--- src/rtl/video_pkg.sv ---
// Shared types, default 640x480@60 timing and the sync polarity helper for
// the video timing output path.
package video_pkg;

  typedef struct packed {
    logic [7:0] r;
    logic [7:0] g;
    logic [7:0] b;
  } rgb888_t;

  localparam int DEF_H_ACTIVE = 640;
  localparam int DEF_H_FRONT  = 16;
  localparam int DEF_H_SYNC   = 96;
  localparam int DEF_H_BACK   = 48;
  localparam int DEF_V_ACTIVE = 480;
  localparam int DEF_V_FRONT  = 10;
  localparam int DEF_V_SYNC   = 2;
  localparam int DEF_V_BACK   = 33;

  // Convert an active-high raw sync into the pin level.
  function automatic logic sync_level(input logic raw, input logic active_low);
    return active_low ? ~raw : raw;
  endfunction

endpackage

--- src/rtl/raster_counter.sv ---
// Horizontal/vertical raster counters with position decode.
// Ports:
//   clk, rst       pixel clock, synchronous active-high reset
//   en             0 = hold counters at 0,0
//   active         current position is inside active video
//   hsync_raw      active-high hsync for the current position
//   vsync_raw      active-high vsync for the current position
//   frame_start    position h=0, v=V_ACTIVE (first cycle of vertical blank)
module raster_counter import video_pkg::*; #(
  parameter int H_ACTIVE = DEF_H_ACTIVE,
  parameter int H_FRONT  = DEF_H_FRONT,
  parameter int H_SYNC   = DEF_H_SYNC,
  parameter int H_BACK   = DEF_H_BACK,
  parameter int V_ACTIVE = DEF_V_ACTIVE,
  parameter int V_FRONT  = DEF_V_FRONT,
  parameter int V_SYNC   = DEF_V_SYNC,
  parameter int V_BACK   = DEF_V_BACK,
  localparam int H_TOTAL = H_ACTIVE + H_FRONT + H_SYNC + H_BACK,
  localparam int V_TOTAL = V_ACTIVE + V_FRONT + V_SYNC + V_BACK,
  localparam int HW      = $clog2(H_TOTAL),
  localparam int VW      = $clog2(V_TOTAL)
) (
  input  logic clk,
  input  logic rst,
  input  logic en,
  output logic active,
  output logic hsync_raw,
  output logic vsync_raw,
  output logic frame_start
);

  localparam logic [HW-1:0] H_LAST = HW'(H_TOTAL - 1);
  localparam logic [VW-1:0] V_LAST = VW'(V_TOTAL - 1);
  localparam logic [HW-1:0] H_ACT  = HW'(H_ACTIVE);
  localparam logic [VW-1:0] V_ACT  = VW'(V_ACTIVE);
  localparam logic [HW-1:0] HS_BEG = HW'(H_ACTIVE + H_FRONT);
  localparam logic [HW-1:0] HS_END = HW'(H_ACTIVE + H_FRONT + H_SYNC);
  localparam logic [VW-1:0] VS_BEG = VW'(V_ACTIVE + V_FRONT);
  localparam logic [VW-1:0] VS_END = VW'(V_ACTIVE + V_FRONT + V_SYNC);

  logic [HW-1:0] h_cnt_q, h_cnt_d;
  logic [VW-1:0] v_cnt_q, v_cnt_d;

  always_comb begin
    h_cnt_d = h_cnt_q;
    v_cnt_d = v_cnt_q;
    if (!en) begin
      h_cnt_d = '0;
      v_cnt_d = '0;
    end else if (h_cnt_q == H_LAST) begin
      h_cnt_d = '0;
      v_cnt_d = (v_cnt_q == V_LAST) ? '0 : v_cnt_q + 1'b1;
    end else begin
      h_cnt_d = h_cnt_q + 1'b1;
    end
  end

  always_ff @(posedge clk) begin
    if (rst) begin
      h_cnt_q <= '0;
      v_cnt_q <= '0;
    end else begin
      h_cnt_q <= h_cnt_d;
      v_cnt_q <= v_cnt_d;
    end
  end

  assign active      = (h_cnt_q < H_ACT) && (v_cnt_q < V_ACT);
  assign hsync_raw   = (h_cnt_q >= HS_BEG) && (h_cnt_q < HS_END);
  assign vsync_raw   = (v_cnt_q >= VS_BEG) && (v_cnt_q < VS_END);
  assign frame_start = (h_cnt_q == '0) && (v_cnt_q == V_ACT);

endmodule

--- src/rtl/video_timing_output.sv ---
// Raster timing generator and pixel sink feeding a display PHY.
// Pulls one pixel per active cycle from pixel_generator, registers RGB/DE/
// syncs together (1-cycle latency) and strobes out_next_frame at the start
// of vertical blank. Underflow (no valid pixel in active video) outputs
// black with DE high and sets a sticky flag.
// Ports:
//   in_clk, in_reset         pixel clock, synchronous active-high reset
//   in_enable                0 = raster held at origin, outputs idle
//   in_pixel_data/valid      upstream RGB888 stream
//   in_pixel_ready           accept strobe (combinational from counters)
//   in_clear_underflow       clears sticky flag and counter
//   out_next_frame           one-cycle frame-restart strobe
//   out_rgb/de/hsync/vsync   registered display outputs
//   out_underflow            sticky underflow flag
//   out_underflow_count      saturating underflow pixel count
// Build option: VIDEO_UNDERFLOW_COUNT_EN builds the underflow counter;
// otherwise out_underflow_count is tied to 0.
module video_timing_output import video_pkg::*; #(
  parameter int H_ACTIVE        = DEF_H_ACTIVE,
  parameter int H_FRONT         = DEF_H_FRONT,
  parameter int H_SYNC          = DEF_H_SYNC,
  parameter int H_BACK          = DEF_H_BACK,
  parameter int V_ACTIVE        = DEF_V_ACTIVE,
  parameter int V_FRONT         = DEF_V_FRONT,
  parameter int V_SYNC          = DEF_V_SYNC,
  parameter int V_BACK          = DEF_V_BACK,
  parameter bit SYNC_ACTIVE_LOW = 1'b1
) (
  input  logic        in_clk,
  input  logic        in_reset,
  input  logic        in_enable,
  input  logic [23:0] in_pixel_data,
  input  logic        in_pixel_valid,
  output logic        in_pixel_ready,
  input  logic        in_clear_underflow,
  output logic        out_next_frame,
  output logic [23:0] out_rgb,
  output logic        out_de,
  output logic        out_hsync,
  output logic        out_vsync,
  output logic        out_underflow,
  output logic [15:0] out_underflow_count
);

  if (H_ACTIVE < 1 || H_FRONT < 1 || H_SYNC < 1 || H_BACK < 1 ||
      V_ACTIVE < 1 || V_FRONT < 1 || V_SYNC < 1 || V_BACK < 1) begin : g_bad_params
    $error("video_timing_output: all timing parameters must be >= 1");
  end

  localparam logic SYNC_IDLE = SYNC_ACTIVE_LOW;

  logic active, hsync_raw, vsync_raw, frame_start;

  raster_counter #(
    .H_ACTIVE(H_ACTIVE), .H_FRONT(H_FRONT), .H_SYNC(H_SYNC), .H_BACK(H_BACK),
    .V_ACTIVE(V_ACTIVE), .V_FRONT(V_FRONT), .V_SYNC(V_SYNC), .V_BACK(V_BACK)
  ) u_raster (
    .clk        (in_clk),
    .rst        (in_reset),
    .en         (in_enable),
    .active     (active),
    .hsync_raw  (hsync_raw),
    .vsync_raw  (vsync_raw),
    .frame_start(frame_start)
  );

  rgb888_t rgb_q, rgb_d;
  logic    de_q, de_d, hsync_q, hsync_d, vsync_q, vsync_d;
  logic    next_frame_q, next_frame_d, underflow_q, underflow_d;
  logic    uf_event;

  assign uf_event       = in_enable && active && !in_pixel_valid;
  assign in_pixel_ready = active && in_enable && !in_reset;

  always_comb begin
    rgb_d        = '0;
    de_d         = 1'b0;
    hsync_d      = SYNC_IDLE;
    vsync_d      = SYNC_IDLE;
    next_frame_d = 1'b0;
    if (in_enable) begin
      de_d         = active;
      if (active && in_pixel_valid) rgb_d = rgb888_t'(in_pixel_data);
      hsync_d      = sync_level(hsync_raw, SYNC_ACTIVE_LOW);
      vsync_d      = sync_level(vsync_raw, SYNC_ACTIVE_LOW);
      next_frame_d = frame_start;
    end
    // Set wins over a same-cycle clear.
    underflow_d = uf_event ? 1'b1 : (in_clear_underflow ? 1'b0 : underflow_q);
  end

  always_ff @(posedge in_clk) begin
    if (in_reset) begin
      rgb_q        <= '0;
      de_q         <= 1'b0;
      hsync_q      <= SYNC_IDLE;
      vsync_q      <= SYNC_IDLE;
      next_frame_q <= 1'b0;
      underflow_q  <= 1'b0;
    end else begin
      rgb_q        <= rgb_d;
      de_q         <= de_d;
      hsync_q      <= hsync_d;
      vsync_q      <= vsync_d;
      next_frame_q <= next_frame_d;
      underflow_q  <= underflow_d;
    end
  end

`ifdef VIDEO_UNDERFLOW_COUNT_EN
  logic [15:0] uf_cnt_q, uf_cnt_d;

  always_comb begin
    uf_cnt_d = uf_cnt_q;
    if (in_clear_underflow)                  uf_cnt_d = uf_event ? 16'd1 : 16'd0;
    else if (uf_event && uf_cnt_q != 16'hFFFF) uf_cnt_d = uf_cnt_q + 16'd1;
  end

  always_ff @(posedge in_clk) begin
    if (in_reset) uf_cnt_q <= '0;
    else          uf_cnt_q <= uf_cnt_d;
  end

  assign out_underflow_count = uf_cnt_q;
`else
  assign out_underflow_count = '0;
`endif

  assign out_rgb        = rgb_q;
  assign out_de         = de_q;
  assign out_hsync      = hsync_q;
  assign out_vsync      = vsync_q;
  assign out_next_frame = next_frame_q;
  assign out_underflow  = underflow_q;

endmodule

--- config.mk ---
export PLATFORM = sky130hd
export DESIGN_NAME = video_timing_output
export DESIGN_NICKNAME = d
export VERILOG_FILES = /design/src/rtl/video_pkg.sv /design/src/rtl/raster_counter.sv /design/src/rtl/video_timing_output.sv
export SDC_FILE = /design/constraint.sdc
export NUM_CORES = 1
export LEC_CHECK = 0
export ABC_AREA = 1
export CORE_MARGIN = 2
export CORE_UTILIZATION = 40
export DETAILED_ROUTE_END_ITERATION = 8
export GPL_TIMING_DRIVEN = 1
export PLACE_DENSITY = 0.74
export SYNTH_ARGS = -nofsm -noshare
export SYNTH_HDL_FRONTEND = slang
export SYNTH_HIERARCHICAL = 1
export SYNTH_SLANG_ARGS = --single-unit
export TNS_END_PERCENT = 10
--- constraint.sdc ---
create_clock -name in_clk -period 2.01 [get_ports in_clk]
set_input_delay 0.5025 -clock in_clk [delete_from_list [all_inputs] [get_ports in_clk]]
set_output_delay 0.5025 -clock in_clk [all_outputs]
set_load 0.01 [all_outputs]
## Word-level counts from Yosys, hierarchy flattened

Index checks and enable logic that the tools add are counted.

- Add/sub/neg operators: 2
- $lt $le $gt $ge: 6
- Equality and inequality tests: 3
- Mux-type cells: 3
- Bitwise logic cells: 4
- Reductions and logical operators: 15

Operator list:

| cell | number |
|---|---|
| $add A10 B1 Y10 const B | 2 |
| $eq A10 B10 Y1 const B | 2 |
| $lt A10 B10 Y1 const B | 2 |
| $lt A10 B9 Y1 const B | 2 |
| $eq A10 B9 Y1 const B | 1 |
| $ge A10 B10 Y1 const B | 1 |
| $ge A10 B9 Y1 const B | 1 |
| $logic_not A10 Y1 | 1 |
| $mux W10 | 1 |
| $logic_and A1 B1 Y1 | 8 |
| $reduce_or A3 Y1 | 2 |
| $not A1 Y1 | 4 |
| $logic_not A1 Y1 | 2 |
| $mux W1 | 2 |
| $reduce_bool A2 Y1 | 1 |
| $reduce_or A2 Y1 | 1 |

- Bits in registers: 49
- Input port bits: 29
- Word-level logic and storage cells: 43

## Longest topological paths before layout

Gate-level depths: netlist (run 1).

- Depth in word-level cells: 5
- Gate-level depth with buffers: 9

## By module

Netlist (run 1), hierarchy kept.

By module, submodules not included:

| module | instances | cells each | area an instance (µm²) |
|---|---|---|---|
| raster_counter | 1 | 179 | 1182.4 |
| video_timing_output | 1 | 110 | 1102.3 |

## Least setup slack after synthesis (run 1)

Ideal clock, no wire load.

- Kind: reg2out
- Start point: register u_raster.h_cnt_q[8]
- End point: output in_pixel_ready
- Arrival time: 1.082 ns
- Required time: 1.507 ns
- Slack: 0.426 ns
- Cell stages (with the launch flop): 5
- Path buffers: 0
- Cell sequence: dfxtp_1 -> nor3_1 -> nor4_1 -> nand2_2 -> nor2_4

- Longest elaborated chain between the ends: 4

RTL lines:

| element | line | RTL |
|---|---|---|
| start: declaration | raster_counter.sv:41 | `logic [HW-1:0] h_cnt_q, h_cnt_d;` |
| start signal: assignment | raster_counter.sv:63 | `h_cnt_q <= h_cnt_d;` |
| $lt A10 B10 Y1 | raster_counter.sv:68 | `assign active = (h_cnt_q < H_ACT) && (v_cnt_q < V_ACT);` |
| $logic_and A1 B1 Y1 | raster_counter.sv:68 |  |
| named net active | video_timing_output.sv:52 | `logic active, hsync_raw, vsync_raw, frame_start;` |
| $logic_and A1 B1 Y1 (2 in series) | video_timing_output.sv:73 | `assign in_pixel_ready = active && in_enable && !in_reset;` |
| end: declaration | video_timing_output.sv:34 | `output logic in_pixel_ready,` |

The timed path passes the listed nets, and every way through them passes these cells.

## Final worst setup path (run 1)

- Start point: register u_raster.h_cnt_q[9]
- End point: output in_pixel_ready

The elaborated chain is that of the path after synthesis.

==> flow_results.org, run 1 <==
** Floorplanning
- Measured along the x axis, the die boundary spans 79.6 um.
- # IOs :: 75
- Area of the core :: 0.00551 mm^2
- Initial core utilization :: 0.415
- Floorplan row count :: 27
- Full die area :: 0.00633 mm^2
- Chip height :: 79.6 um

** Global routing
- In the global route stage, overall resource usage came out at 0.159.
- Entering global routing, the biggest net connects 25 pins.
- Number of global-route vias before repair :: 1785
- First-pass GRT wire length :: 8000 um
- Total global routing overflow :: 0
- The number of antenna violations at the first check in global routing was 0.

** Logic synthesis
- Of the total synthesized cell area, the portion taken by full adders, half adders and majority gates is 0.0219.
- Area contributors post-synth :: sky130_fd_sc_hd__dfxtp_1 (43%), sky130_fd_sc_hd__inv_1 (8.9%), sky130_fd_sc_hd__nor2_4 (7.4%), sky130_fd_sc_hd__nand2_1 (7.1%), sky130_fd_sc_hd__nor2_1 (6.2%)
- Number of warning messages in the yosys log :: 6
- Dominant combinational cell family by area after synthesis :: simple AND/OR/NAND/NOR gates
- Most frequent cell after synthesis :: sky130_fd_sc_hd__inv_1
- Number of enable flip-flop cells after synthesis :: 0
- Async set-or-reset flop fraction in the synthesized netlist :: 0
- The share of synthesized area in the top cell type comes to 0.429.
- Synthesis handed over a netlist of 289 instances.
- Synthesized area per cell :: 7.91 um^2
- Of the total synthesized cell area, the portion taken by AND, OR, NAND and NOR gates is 0.335.
- Of all cell types, the one taking the most synthesized area is sky130_fd_sc_hd__dfxtp_1.
- Of the total synthesized cell area, the portion taken by XOR and XNOR cells is 0.0192.
- Count of different cell masters after synthesis :: 26
- Number of synthesized register bits :: 49
- After synthesis the cells add up to 0.00228 mm^2.
- Sequential cell area fraction in the yosys report :: 0.429
- Among all flip-flop cells after synthesis, the most frequent one is sky130_fd_sc_hd__dfxtp_1.
- By count the netlist is led by sky130_fd_sc_hd__inv_1 (54), sky130_fd_sc_hd__dfxtp_1 (49), sky130_fd_sc_hd__nand2_1 (43), sky130_fd_sc_hd__nor2_1 (38), sky130_fd_sc_hd__nand3_1 (24).
- The portion of synthesized area spent on multiplexers is 0.
- Share of the synthesized area in compound gates (AO/OA/AOI/OAI) :: 0.0296

** Worst setup path
- The slowest stage of the critical path is the sky130_fd_sc_hd__dfxtp_2 cell.
- CP max FO :: 3
- CP delay by family, top :: simple AND/OR/NAND/NOR gates
- The largest single stage delay on the critical path is 0.34 ns.
- Kind of start point of the critical path :: flip-flop
- Data on the critical path arrives at its endpoint at 1.42 ns.
- Cell Chain, Critical Path :: nand2_2, inv_2, nor4_4, buf_4, nand2_4, nor2_4, buf_6
- Required time reported for the critical path endpoint :: 1.51 ns
- Startpoint-to-endpoint class of the critical path :: reg -> out
- Worst path bufs/invs :: 3
- STA classifies the critical path endpoint as an output port.

** Timing
- Max frequency :: 0.520 GHz
- At the pin with the least slew margin, the transition time is 0.534 ns.
- Worst Clk Skew :: 0.00428 ns
- Setup repair after global routing left no endpoint under its margin.
- Final number of max-transition violations :: 0
- Setup violations remaining at the end of the flow were counted as 0.
- Crit path time final :: 1.92 ns
- Worst relative slew slack :: 0.644
- Setup slack of the critical path after layout :: 0.0868 ns
- The final number of hold-violating endpoints was 0.
- Post-route fraction of the period consumed by the critical path :: 0.957

** Placed design
- Post-DP HPWL :: 3680 um
- In this run the cell area measured after placement is 0.00295 mm^2.
- Port buffering added 58 buffers.
- Worst slack at placement :: -0.231 ns
- At the end of routability-driven placement, the weighted congestion stood at 0.899.

** Clock tree
- Deepest clock path buffer count :: 2
- Clock insertion delay at the later pin of the skew report :: 0.29 ns
- H-tree depth :: 2
- Clock transition time at the flip-flop clock pins of the worst setup and hold paths :: 0.09 ns
- CTS placed an instance of sky130_fd_sc_hd__clkbuf_8 at the clock tree root.
- For this design, the sink count on the clock tree is 49.
- TritonCTS built the clock tree.
- Counting the buffers created by CTS gives 5.
- Quantity of hold-fixing buffers added after cts :: 0

** Worst hold path
- Worst min-delay path category :: reg -> reg

** Job
- Max-cap violations in this run came to 0.

** Power and ir drop
- Dividing total power by cell area gives a power density of 591 mW/mm^2.
- For this design the static power due to leakage is 1.38 nW.
- Final Power :: 1.85 mW
- Worst voltage drop across the vdd grid :: 0.369 mV

** Cells and area
- Of the cells placed in the final design, the portion with a size suffix greater than 1 is 0.187.
- Number of nets in the finished design :: 402
- Post-route cell area :: 0.00313 mm^2
- 0 antenna diodes ended up in the layout.
- P&R area growth vs syn :: 36.9%
- Total of fill cells in the finished design :: 497
- Share of the core filled with cells :: 0.568

** Drt
- Post-Route WL :: 4820 um
- Dividing the detail-routed via count by the number of cells gives 4.37.
- In this run the remaining antenna-violating nets after routing total 0.
- In the final routed layout, each cell accounts on average for 10.9 um.
- DRC marker count from the first detailed-route iteration :: 108
- Detailed-route via count :: 1926
- TritonRoute pass-1 iters :: 4
- Number of remaining DRC errors :: 0

** Run status
- The flow ran to the end, and the final reports show no timing, DRC or antenna violations.
## worst reg2reg max path: stages, from the launching register on
cell and delay (ns):
sky130_fd_sc_hd__dfxtp_1 0.33, sky130_fd_sc_hd__inv_1 0.05, sky130_fd_sc_hd__nor3_2 0.25, sky130_fd_sc_hd__nor4_4 0.07, sky130_fd_sc_hd__buf_4 0.15, sky130_fd_sc_hd__nand2_4 0.07
sky130_fd_sc_hd__nor2_4 0.04, sky130_fd_sc_hd__buf_4 0.13, sky130_fd_sc_hd__buf_4 0.13, sky130_fd_sc_hd__nand2_4 0.40, sky130_fd_sc_hd__nor2_1 0.07
## sequential cells by signal, summed over array words and instances (netlist names)
name and flops:
u_raster/h_cnt_q 10, u_raster/v_cnt_q 10, out_vsync 1, out_rgb 24, out_next_frame 1, out_hsync 1, out_de 1, out_underflow 1
## cells in the final DEF, fill, tap and decap left out, drive strengths merged
| cell type | n |
|---|---|
| nor2 | 63 |
| clkdlybuf4s50 | 57 |
| inv | 54 |
| dfxtp | 49 |
| nand2 | 47 |
| nand3 | 25 |
| buf | 21 |
| conb | 16 |
| a21oi | 7 |
| clkbuf | 5 |
| xor2 | 4 |
| ha | 4 |
| nor3 | 4 |
| nand4 | 3 |
| o21ai | 3 |
| nor4 | 2 |
| nor3b | 1 |
| clkinv | 1 |
| bufinv | 1 |
| a31oi | 1 |
| xnor2 | 1 |
## power breakdown
| part | internal (mW) | total [mW] | switching (mW) |
|---|---|---|---|
| clock | 0.362 | 0.669 | 0.307 |
| combinational | 0.101 | 0.189 | 0.0875 |
| sequential | 0.987 | 0.992 | 0.00547 |
| total | 1.45 | 1.85 | 0.400 |
## cell families (layout without fill, tap and decap cells)
| logic type | Yosys count | in the layout |
|---|---|---|
| other | 1 | 16 |
| AO/OA/AOI/OAI | 11 | 11 |
| XOR/XNOR | 5 | 5 |
| flip-flops | 49 | 49 |
| adder cells (fa/ha/maj) | 4 | 4 |
| AND/OR/NAND/NOR | 145 | 145 |
| buffers and inverters | 74 | 139 |
## through the flow
stage          setup TNS (ns)  hold slack (ns)  cells
2_1_floorplan               0            0.430    304
3_3_place_gp           -0.217            0.446    429
3_5_place_dp           -0.231            0.454    429
4_1_cts               -0.0406            0.475    439
5_1_grt                     0            0.504    441
6_report                    0            0.470    441
## routing by layer
metal / vias up / routed length (um) / global-route usage
met4: 0 / 81 / 0.0534
li1: 991 / - / -
met1: 871 / 1960 / 0.195
met3: 6 / 223 / 0.0283
met5: - / 0 / 0
met2: 58 / 2560 / 0.280
## repair_timing
action / 4_1_cts / 5_1_grt
endpoints found under the hold margin: 0 / 0
pin swaps: 3 / 3
gates resized for setup: 8 / 8
cloned: 0 / 0
endpoints found under the setup margin: 1 / 1
setup buffers: 3 / 2
## area by class of cell
| class | count | area, um^2 | area share |
|---|---|---|---|
| Multi-Input combinational cell | 181 | 1010 | 0.324 |
| Sequential cell | 49 | 985 | 0.315 |
| Timing Repair Buffer | 78 | 732 | 0.234 |
| Inverter | 54 | 203 | 0.0648 |
| Tap cell | 72 | 90.1 | 0.0288 |
| Clock buffer | 5 | 68.8 | 0.0220 |
| Clock inverter | 2 | 35.0 | 0.0112 |
## worst paths after layout
check / endpoint / slack [ns] / from / depth (start not counted)
setup / recovery: in_pixel_ready / 0.09 / u_raster/h_cnt_q[9] / 7
hold / removal: u_raster/h_cnt_q[0] / 0.47 / u_raster/h_cnt_q[0] / 1
setup reg to reg: out_rgb[10] / 0.20 / u_raster/h_cnt_q[7] / 10
hold reg to reg: u_raster/h_cnt_q[0] / 0.47 / u_raster/h_cnt_q[0] / 1
No activity file was read; power rests on OpenSTA's default activity.
==> run 2: changes to the inputs <==
--- a/config.mk
+++ b/config.mk
@@ -6,6 +6,8 @@
 export NUM_CORES = 1
 export LEC_CHECK = 0
 export ABC_AREA = 1
+export ABC_CLOCK_PERIOD_IN_PS = 1850
+export CAP_MARGIN = 0
 export CORE_MARGIN = 2
 export CORE_UTILIZATION = 40
 export DETAILED_ROUTE_END_ITERATION = 8
==> constraint.sdc (replaced) <==
create_clock -name in_clk -period 1.85 [get_ports in_clk]
set_input_delay 0.4625 -clock in_clk [delete_from_list [all_inputs] [get_ports in_clk]]
set_output_delay 0.4625 -clock in_clk [all_outputs]
set_load 0.01 [all_outputs]
==> run 2 against run 1 <==
The flow now finishes with violations (setup timing). Global-route usage down 0.60 points. Routed wire length fell by 1.8%. Clock power down 7.5%. Worst setup slack got worse by 0.21 ns. Clock-buffer cell count rose by 1. Die area did not move. Via count is 0.99% lower. Core utilization down 0.75 points. Critical path depth is the same. Flip-flop and latch count stayed put. Final area fell by 1.3%. Sequential power rose by 9%. Critical endpoint unchanged.
==> flow_results.org, run 2 (same netlist as run 1, synthesis figures left out) <==
** Timing
- Hold violation count in the final report :: 0
- Post-route fraction of the period consumed by the critical path :: 1.07
- Final total negative setup slack :: -0.121 ns
- Setup violations remaining at the end of the flow were counted as 1.
- Unrepaired setup endpoints after global routing :: true
- Final number of max-transition violations :: 0
- Based on the critical path, the design can be clocked at up to 0.507 GHz.
- Subtracting the final worst setup slack from the clock period gives 1.97 ns.
- For the final database, setup skew stands at 0.00555 ns.
- Across all setup checks in the final design, the least slack found is -0.121 ns.
- Hold slack :: 0.471 ns

** Drt
- Wires add up to 4730 um.
- Average detailed-routed wire length per instance :: 10.8 um
- Across all layers, the routed design uses 1907 vias.
- TritonRoute pass-1 iters :: 4
- In this run, the number of DRC markers left after iteration 0 of detailed routing was 92.
- In this run the remaining antenna-violating nets after routing total 0.
- Detailed-route vias per instance :: 4.34
- After detailed routing, the number of remaining DRC violations is 0.

** Cells and area
- Of the cells placed in the final design, the portion with a size suffix greater than 1 is 0.163.
- The register with the most flip-flops in the layout has 24 of them.
- Measured on the finished design, the core utilization comes to 0.561.
- For this run, the post-layout net count is 399.
- Diode count :: 0
- The library cell used most frequently in the layout, excluding fill and tap cells, is sky130_fd_sc_hd__clkdlybuf4s50_1.
- Post-route cell area :: 0.00309 mm^2
- Top library cells by usage in the layout, fill and taps aside :: sky130_fd_sc_hd__clkdlybuf4s50_1 (57), sky130_fd_sc_hd__inv_1 (53), sky130_fd_sc_hd__dfxtp_1 (49), sky130_fd_sc_hd__nand2_1 (43), sky130_fd_sc_hd__nor2_1 (38)
- From synthesis to final layout, the design area changed by 35.1%.

** Worst setup path
- For this run, the slowest stage of the critical path takes 0.32 ns.
- CP max FO :: 2
- STA classifies the critical path startpoint as a flip-flop.
- In this run the critical register-to-register path is launched from u_raster/h_cnt_q[0].
- STA classifies the critical path endpoint as an output port.
- Data on the critical path arrives at its endpoint at 1.51 ns.
- Required time reported for the critical path endpoint :: 1.39 ns
- Traced cell by cell, the critical path runs through nand4_1, inv_2, nor4_4, buf_4, nand2_2, nor2_4, buf_6.
- Startpoint-to-endpoint class of the critical path :: reg -> out
- The slowest stage of the critical path belongs to the cell sky130_fd_sc_hd__dfxtp_1.
- The most critical setup path has its startpoint at u_raster/v_cnt_q[7].

** Floorplanning
- The die is 79.6 um tall.
- The die covers 0.00633 mm^2.
- Die width :: 79.6 um
- Area of the core :: 0.00551 mm^2
- Initial core utilization :: 0.415
- The floorplan has 27 rows.
- During I/O placement, the number of pins put on the boundary was 75.

** Global routing
- Largest net degree at the start of global routing :: 25
- For met3 alone, demand over resource in global routing was 0.0305.
- First-pass GRT wire length :: 7540 um
- For this run the aggregate overflow at the end of global routing stands at 0.
- In the global route stage, met1 resource usage came out at 0.179.
- Number of antenna violations at the first check in global routing :: 0
- The global routing stage identified its most utilized layer as met2.
- The via count of the first global-routing pass came to 1705.
- For this run, global-route usage on met2 was measured as 0.269.
- For this run, the total global-route usage over all layers was measured as 0.153.

** Clock tree
- Clock tree from TritonCTS :: built
- Clock Sinks :: 49
- Quantity of hold-fixing buffers added after cts :: 0
- Clock transition time at the flip-flop clock pins of the worst setup and hold paths :: 0.09 ns
- Deepest clock path buffer count :: 2
- Clock insertion delay at the later pin of the skew report :: 0.30 ns
- Number of CTS-inserted buffers :: 5
- The cell sitting at the root of the clock tree is a sky130_fd_sc_hd__clkbuf_8.
- CTS built an H-tree with a depth of 2.

** Placed design
- Placed inst area :: 0.00296 mm^2
- Routability congestion estimate from global placement :: 0.894
- In this run the tool buffered the top-level ports with 58 buffer cells.
- Post-DP HPWL :: 3600 um

** Run status
- The run finished, with violations left.
- The checks that failed: setup timing.

** Power and ir drop
- Leakage power total :: 1.34 nW
- VDD sags by at most 0.385 mV.
- Dividing total power by cell area gives a power density of 615 mW/mm^2.
- Final Power :: 1.90 mW

** Job
- Maximum capacitance violations :: 0

** Worst hold path
- HP Start :: out_underflow
- The min-delay analysis places its worst path in the category reg -> reg.
[run 2: critical path: cells and delay by family (launching register included)]
family	cells	cell delay, ns
flip-flops	1	0.32
AND/OR/NAND/NOR	4	0.55
buffers and inverters	3	0.34
[run 2: stage by stage]
step / worst slack (ns) / cells
after floorplan: 0.306 / 304
after global placement: -0.259 / 430
after detailed placement: -0.274 / 430
after CTS: -0.100 / 438
after global routing: -0.209 / 439
final: -0.121 / 439
[run 2: layer usage]
layer	routed length [um]	vias to the layer above
li1	-	990
met4	84	0
met2	2440	60
met1	1970	851
met5	0	-
met3	239	6
[run 2: repair_timing]
action,in CTS,in global routing
pin swaps,2,2
endpoints found under the setup margin,1,25
buffers inserted,0,1
gates resized for setup,6,4
[run 2: final timing paths]
path	to	slack (ns)	cells after the start
worst max-delay path	in_pixel_ready	-0.12	7
worst min-delay path	out_underflow	0.47	2
worst max register to register	u_raster/v_cnt_q[9]	0.21	6
worst min register to register	out_underflow	0.47	2
[run 2: cell type report]
cell class	instances	area (um^2)
clock inverter	2	15.0
clock buffer	6	72.6
multi-input combinational	181	1020
sequential	49	981
inverter	54	203
fill	496	2420
tap	72	90.1
timing repair buffer	75	709
[run 2: power by group]
| group | total, mW | internal (mW) | leakage, nW | switching [mW] |
|---|---|---|---|---|
| sequential | 1.08 | 1.07 | 0.397 | 0.00590 |
| combinational | 0.201 | 0.107 | 0.909 | 0.0942 |
| clock | 0.619 | 0.267 | 0.0374 | 0.353 |
==> run 3: changes to the inputs <==
--- a/config.mk
+++ b/config.mk
@@ -10,11 +10,11 @@
 export CAP_MARGIN = 0
 export CORE_MARGIN = 2
 export CORE_UTILIZATION = 40
+export CTS_BUF_LIST = sky130_fd_sc_hd__clkbuf_8
 export DETAILED_ROUTE_END_ITERATION = 8
 export GPL_TIMING_DRIVEN = 1
-export PLACE_DENSITY = 0.74
+export PLACE_DENSITY = 0.76
 export SYNTH_ARGS = -nofsm -noshare
 export SYNTH_HDL_FRONTEND = slang
-export SYNTH_HIERARCHICAL = 1
 export SYNTH_SLANG_ARGS = --single-unit
 export TNS_END_PERCENT = 10
==> run 3 against run 2 <==
The run now ends clean. Flip-flop and latch count is the same. Critical path depth shrank 3. Final cell count shrank 4.1%. Routed wire length shrank 7.8%. Non-clock buffer count shrank 3. Combinational power shrank 11%. Worst hold slack lost 0.0025 ns. Clock-buffer cell count shrank 1.
==> flow_results.org, run 3 <==
** Timing
- Worst Clk Skew :: 0.0106 ns
- Of the available clock period, the critical path in the final layout requires 0.946.
- Static timing analysis puts the maximum clock frequency at 0.572 GHz.
- Summed over all failing endpoints, the final setup total negative slack is 0 ns.
- Crit path time final :: 1.75 ns
- After layout, the worst setup slack is 0.100 ns.
- Setup repair after global routing left no endpoint under its margin.
- Final setup viols :: 0
- The final number of hold-violating endpoints came to 0.
- The final number of max-transition violations was 0.

** Power and ir drop
- Reported net switching power :: 462 uW
- Leakage power total :: 1.29 nW
- Cell internal power was estimated by the tool at 1.45 mW.
- Power share of the sequential group :: 0.564
- Fraction of power spent switching nets :: 0.242
- Worst voltage drop across the vdd grid :: 0.415 mV
- Clock power frac :: 0.342
- Combinational power share :: 0.093
- For this design the ratio of total power to cell area is 660 mW/mm^2.

** Logic synthesis
- In the synthesized netlist, the number of instances is 276.
- The share of synthesized area in the top cell type comes to 0.466.
- Counting flops with a built-in enable in the synthesized netlist gives 0.
- sky130_fd_sc_hd__dfxtp_1 takes more of the synthesized area than any other cell.
- During synthesis, Yosys emitted a total of 0 warnings.
- The synthesized design contains 49 register bits.
- Sequential cell area fraction in the yosys report :: 0.466
- Area contributors post-synth :: sky130_fd_sc_hd__dfxtp_1 (47%), sky130_fd_sc_hd__nor2_1 (11%), sky130_fd_sc_hd__inv_1 (8.2%), sky130_fd_sc_hd__nand2_1 (8.2%), sky130_fd_sc_hd__buf_4 (5.7%)
- Area of the mapped netlist :: 0.00211 mm^2
- Most frequent cell after synthesis :: sky130_fd_sc_hd__nor2_1
- Synthesized area per cell :: 7.63 um^2
- The most used flip-flop cell after synthesis is sky130_fd_sc_hd__dfxtp_1.
- Ranked by instance count, the synthesized netlist is headed by sky130_fd_sc_hd__nor2_1 (59), sky130_fd_sc_hd__dfxtp_1 (49), sky130_fd_sc_hd__inv_1 (46), sky130_fd_sc_hd__nand2_1 (46), sky130_fd_sc_hd__buf_4 (16).
- Counting distinct cell types in the post-synthesis netlist gives 25.
- Async set-or-reset flop fraction in the synthesized netlist :: 0

** Cells and area
- Top library cells by usage in the layout, fill and taps aside :: sky130_fd_sc_hd__nor2_1 (59), sky130_fd_sc_hd__clkdlybuf4s50_1 (57), sky130_fd_sc_hd__dfxtp_1 (48), sky130_fd_sc_hd__inv_1 (46), sky130_fd_sc_hd__nand2_1 (46)
- With fillers left out, the area of the finished cells amounts to 0.00289 mm^2.
- Most common library cell in the layout ignoring fill and taps :: sky130_fd_sc_hd__nor2_1
- Relative to the synthesized area, the layout overhead comes to 37.3%.
- Flip-flop count of the largest register, all copies and words added :: 24
- The repair_antennas step left the layout with diodes totalling 0.
- Final non-filler cell total :: 421
- Of the cells placed in the final design, the portion with a size suffix greater than 1 is 0.105.
- The final layout contains 383 nets.

** Drt
- Met3 routed WL :: 129 um
- Highest routed metal layer :: met4
- Post-Route WL :: 4360 um
- Number of remaining DRC errors :: 0
- In the routed layout, each cell is associated on average with a via count of 4.22.
- Count of antenna-violating nets left after detailed routing :: 0
- Detailed-route via count :: 1778
- The pre-antenna-repair detailed-routing pass consisted of 4 iterations.
- Met2 WL post-DR :: 2280 um
- Average detailed-routed wire length per instance :: 10.4 um
- DRC marker count from the first detailed-route iteration :: 81
- After detailed routing, the wire length on met1 is 1850 um.

** Worst setup path
- Measured in cells, the most critical reg-to-reg path has a length of 6.
- Of all nets on the critical path, the largest fanout is 2.
- The endpoint identified for the worst register-to-register timing path is u_raster.v_cnt_q[9].
- Required time reported for the critical path endpoint :: 1.39 ns
- At the worst endpoint, the arrival time is 1.29 ns.
- STA classifies the critical path startpoint as an input port.
- Startpoint-to-endpoint class of the critical path :: in -> out
- Worst reg-to-reg setup slack :: 0.31 ns
- Kind of capture point of the worst setup path :: output port
- The startpoint identified for the worst register-to-register timing path is u_raster.h_cnt_q[0].

** Placed design
- Placed inst area :: 0.00280 mm^2
- Input/output buffers :: 58
- At the placement stage, the worst setup path has a slack of -0.328 ns.
- Once detailed placement completed, the half-perimeter wirelength came to 3310 um.
- Routability congestion estimate from global placement :: 0.860
- Placed instance count :: 413

** Job
- Maximum capacitance violations :: 0

** Clock tree
- At the later pin of the worst-skew pair, clock insertion delay measures 0.31 ns.
- Clock tree from TritonCTS :: built
- H-tree depth :: 2
- Root Buffer :: sky130_fd_sc_hd__clkbuf_8
- Deepest clock path buffer count :: 2
- Clock Sinks :: 49
- In this run, CTS created clock tree buffers numbering 5.
- Clock transition time at the flip-flop clock pins of the worst setup and hold paths :: 0.09 ns
- Buffers inserted to repair hold after CTS numbered 0.

** Floorplanning
- 75 I/O pins were placed.
- Area of the core :: 0.00511 mm^2
- Measured along the x axis, the die boundary spans 76.6 um.
- The floorplan has 26 rows.
- The die covers 0.00586 mm^2.
- From bottom edge to top edge, the die measures 76.6 um.
- For this configuration, the core starts out at a cell density of 0.413.

** Global routing
- Number of antenna violations at the first check in global routing :: 0
- First-pass GRT wire length :: 7350 um
- Number of global-route vias before repair :: 1622
- The total overflow left after global routing is 0.
- GR Util All Layers :: 0.154
- Entering global routing, the biggest net connects 25 pins.

** Worst hold path
- In this run the most critical hold path is launched from u_raster.h_cnt_q[0].
- Worst min-delay path category :: reg -> reg
- Worst hold path depth :: 1
- Terminating pin of the worst hold path :: u_raster.h_cnt_q[0]

** Run status
- The flow ran to the end, and the final reports show no timing, DRC or antenna violations.
[run 3: cell types whose count changed in the layout (fill, tap and decap cells not counted), sizes merged, moves of 2 or more]
cell	previous run	this run
xor2	4	6
a21oi	7	4
nor4	2	0
nand2	47	50
nand3	25	15
inv	54	47
nor2	63	65
buf	18	15
o21bai	0	2
[run 3: kinds of logic after synthesis]
kind of cell | Yosys count | share of synthesized area
fa+ha+maj | 4 | 0.0238
xor+xnor | 7 | 0.0291
other cells | 1 | 0.00178
simple gates | 140 | 0.298
flops | 49 | 0.466
compound gates | 9 | 0.0309
buf+inv | 66 | 0.151
[run 3: through the flow]
step                      total power, mW  hold WS (ns)  utilization
final                                1.91         0.468        0.566
after global routing                 2.01         0.502        0.566
after CTS                            1.94         0.474        0.566
after detailed placement             1.28         0.452        0.549
after global placement               1.28         0.443        0.549
after floorplan                      1.19         0.430            -
[run 3: worst max-delay path by stage]
stage | cells after the start | start | slack [ns] | endpoint
after floorplan | 5 | u_raster.h_cnt_q[8] | 0.47 | in_pixel_ready
after global placement | 4 | in_enable | -0.30 | in_pixel_ready
final | 4 | in_enable | 0.10 | in_pixel_ready
after global routing | 6 | u_raster.h_cnt_q[8] | 0.005 | in_pixel_ready
after detailed placement | 4 | in_enable | -0.33 | in_pixel_ready
after CTS | 4 | in_enable | 0.08 | in_pixel_ready
[run 3: area by class of cell]
class,instances,area (um^2)
fillers,476,2210
clock buffers,5,68.8
flip-flops and latches,49,982
clock inverters,3,25.0
well taps,70,87.6
multi-input cells,176,863
inverters,46,173
repair buffers,72,693
[run 3: critical path, stage by stage]
cell,delay (ns)
sky130_fd_sc_hd__clkdlybuf4s50_1,0.49
sky130_fd_sc_hd__nand2_2,0.07
sky130_fd_sc_hd__nor2_1,0.12
sky130_fd_sc_hd__buf_2,0.14
[run 3: metal layers]
metal	global-route usage	vias to the layer above
li1	-	948
met1	0.171	785
met2	0.282	36
met3	0.0284	9
met4	0.0764	0
met5	0	-
[run 3: power by group through the flow]
stage	Sequential, mW	Combinational [mW]	Clock, mW
final	1.08	0.178	0.654
after detailed placement	1.10	0.180	0
after CTS	1.08	0.180	0.680
after global routing	1.08	0.196	0.730
after global placement	1.10	0.177	0
after floorplan	1.11	0.0819	0
[run 3: what timing repair did]
action                     CTS  global route
setup endpoints to repair    1             0
gates resized for setup      5             0
setup buffers                0             0
==> RTL edit, RTL diff (settings of run 2) <==
`SYNC_ACTIVE_LOW`: 1'b1 -> 1'b0.
--- a/src/rtl/video_timing_output.sv
+++ b/src/rtl/video_timing_output.sv
@@ -24,7 +24,7 @@
   parameter int V_FRONT         = DEF_V_FRONT,
   parameter int V_SYNC          = DEF_V_SYNC,
   parameter int V_BACK          = DEF_V_BACK,
-  parameter bit SYNC_ACTIVE_LOW = 1'b1
+  parameter bit SYNC_ACTIVE_LOW = 1'b0
 ) (
   input  logic        in_clk,
   input  logic        in_reset,
Check against the original RTL: not equivalent (a bounded check fails within 4 cycles, from zero or initial values and one cycle with in_reset high).
==> RTL edit against run 2 <==
The run still ends with negative setup slack left. First-iteration DRC count up 27%. Cell count up 0.91%. Area after synthesis down 2.4%. Final area up 0.77%. Sequential cell count unchanged. Total power up 8.1%. Worst setup slack better by 0.040 ns. Routed wire length down 1.8%. Utilization up 1.1 points. Maximum frequency up 2.0%. Via count down 1.4%. Critical endpoint unchanged. Largest cell class is now registers. Largest power group unchanged.
==> RTL edit: results <==
place:
  place_area_mm2: 0.00292
  dp.cells: 432
  portBuffers: 58
  gp_congestion: 0.827
  hpwl_mm: 3.34
timing:
  setup_ws_ns: -0.0817
  setup_violations: 1
  fin_skew_ns: 0.00521
  finalSetupTns_ns: -0.0817
grt:
  grt_usage_pct: 15.4
  grt_pass1_vias: 1779
  grt_pass1_wl_mm: 7.60
finish:
  largest_register_ffs: 24
  drive_gt1_share_pct: 19.1
  fillers: 476
  regArea_um2: 987
  nets: 403
yosys:
  yosysWarnings: 6
  avgSynthCellArea_um2: 7.67
  ys_seq_area_share_pct: 44.0
  yosys-top-cells-area: "dfxtp_1 44%, inv_1 9.3%, nand2_1 7.4%, nor2_1 6.9%, buf_4 5.7%"
  synthTopCellsByCount: "55 x inv_1, 49 x dfxtp_1, 44 x nand2_1, 41 x nor2_1, 23 x nand3_1"
  synth_cell_type_count: 27
drt:
  drt_iter0_markers: 117
  viasPerCell: 4.25
  wire_per_inst_um: 10.5
  drt_wl_total_mm: 4.65
pwr:
  internal-power_uw: 1620
  power_leakage_uw: 0.00137
  ir_drop_mv: 0.454
run_status:
  violations: "negative setup slack"
  status: "complete, but fails checks"
critical_path:
  crit_fanout: 3
  crit_arrival_ns: 1.47
cts:
  root_buffer: "clkbuf_8"
RTL edit: cell types whose count changed after synthesis, sizes merged:
cell,run 2,this run
nand3,25,24
nor3b,1,0
inv,54,56
nand3b,0,1
nand4,3,4
nor2,63,65
nand2,47,46
a21oi,7,6
RTL edit: final cells by class:
| type | count | area share [%] |
|---|---|---|
| flip-flops and latches | 49 | 31.7 |
| multi-input cells | 181 | 31.5 |
| repair buffers | 77 | 23.3 |
| inverters | 56 | 6.76 |
| well taps | 72 | 2.90 |
| clock buffers | 6 | 2.65 |
| clock inverters | 2 | 1.21 |
RTL edit: power by group through the flow:
stage	clock network [µW]	registers, µW	logic (µW)
4_1_cts	803	1080	186
6_report	785	1080	191
5_1_grt	864	1080	206
2_1_floorplan	0	1110	93.4
3_5_place_dp	0	1100	185
3_3_place_gp	0	1100	184
RTL edit: layer usage:
metal	GRT usage, %	up-vias	part of all wire [%]
met5	0	-	0
met4	4.39	0	1.1
met3	3.45	6	4.5
met2	28.1	48	51
met1	17.9	826	44
li1	-	1001	-
RTL edit: per-stage QoR:
step	hold slack (ns)	setup slack [ns]
after floorplan	0.430	0.114
after CTS	0.480	-0.171
after global placement	0.446	-0.288
after global routing	0.512	-0.149
final	0.469	-0.0817
after detailed placement	0.459	-0.303
RTL edit: cell families (layout without fill, tap and decap cells):
family	after synthesis	after routing	share of synthesized area, %
other	1	16	0.168
flip-flops	49	49	44.0
AND/OR/NAND/NOR	146	146	32.2
buffers and inverters	76	141	16.7
adder cells (fa/ha/maj)	4	4	2.24
XOR/XNOR	5	5	1.96
AO/OA/AOI/OAI	10	10	2.80
RTL edit: repair_timing:
item	4_1_cts	5_1_grt
hold endpoints to repair	0	0
endpoints found under the setup margin	1	25
resized for setup	7	15
setup buffers	1	2
cloned	0	0
pin swaps	2	5
RTL edit: path summary, 6_finish.rpt:
path,start,to,slack (ns),cells past startpoint
worst max-delay path,u_raster/h_cnt_q[8],in_pixel_ready,-0.08,7
worst min-delay path,u_raster/h_cnt_q[0],u_raster/h_cnt_q[0],0.47,1
worst max register to register,u_raster/h_cnt_q[8],out_rgb[11],0.15,7
worst min register to register,u_raster/h_cnt_q[0],u_raster/h_cnt_q[0],0.47,1
RTL edit: worst max-delay path, cell delays in order, from the launching register on:
cell and delay [ns]:
dfxtp_4 0.37, nand2_2 0.06, inv_2 0.05, nor4_4 0.25, buf_4 0.17, nand2_4 0.05, nor2_4 0.12, buf_6 0.11
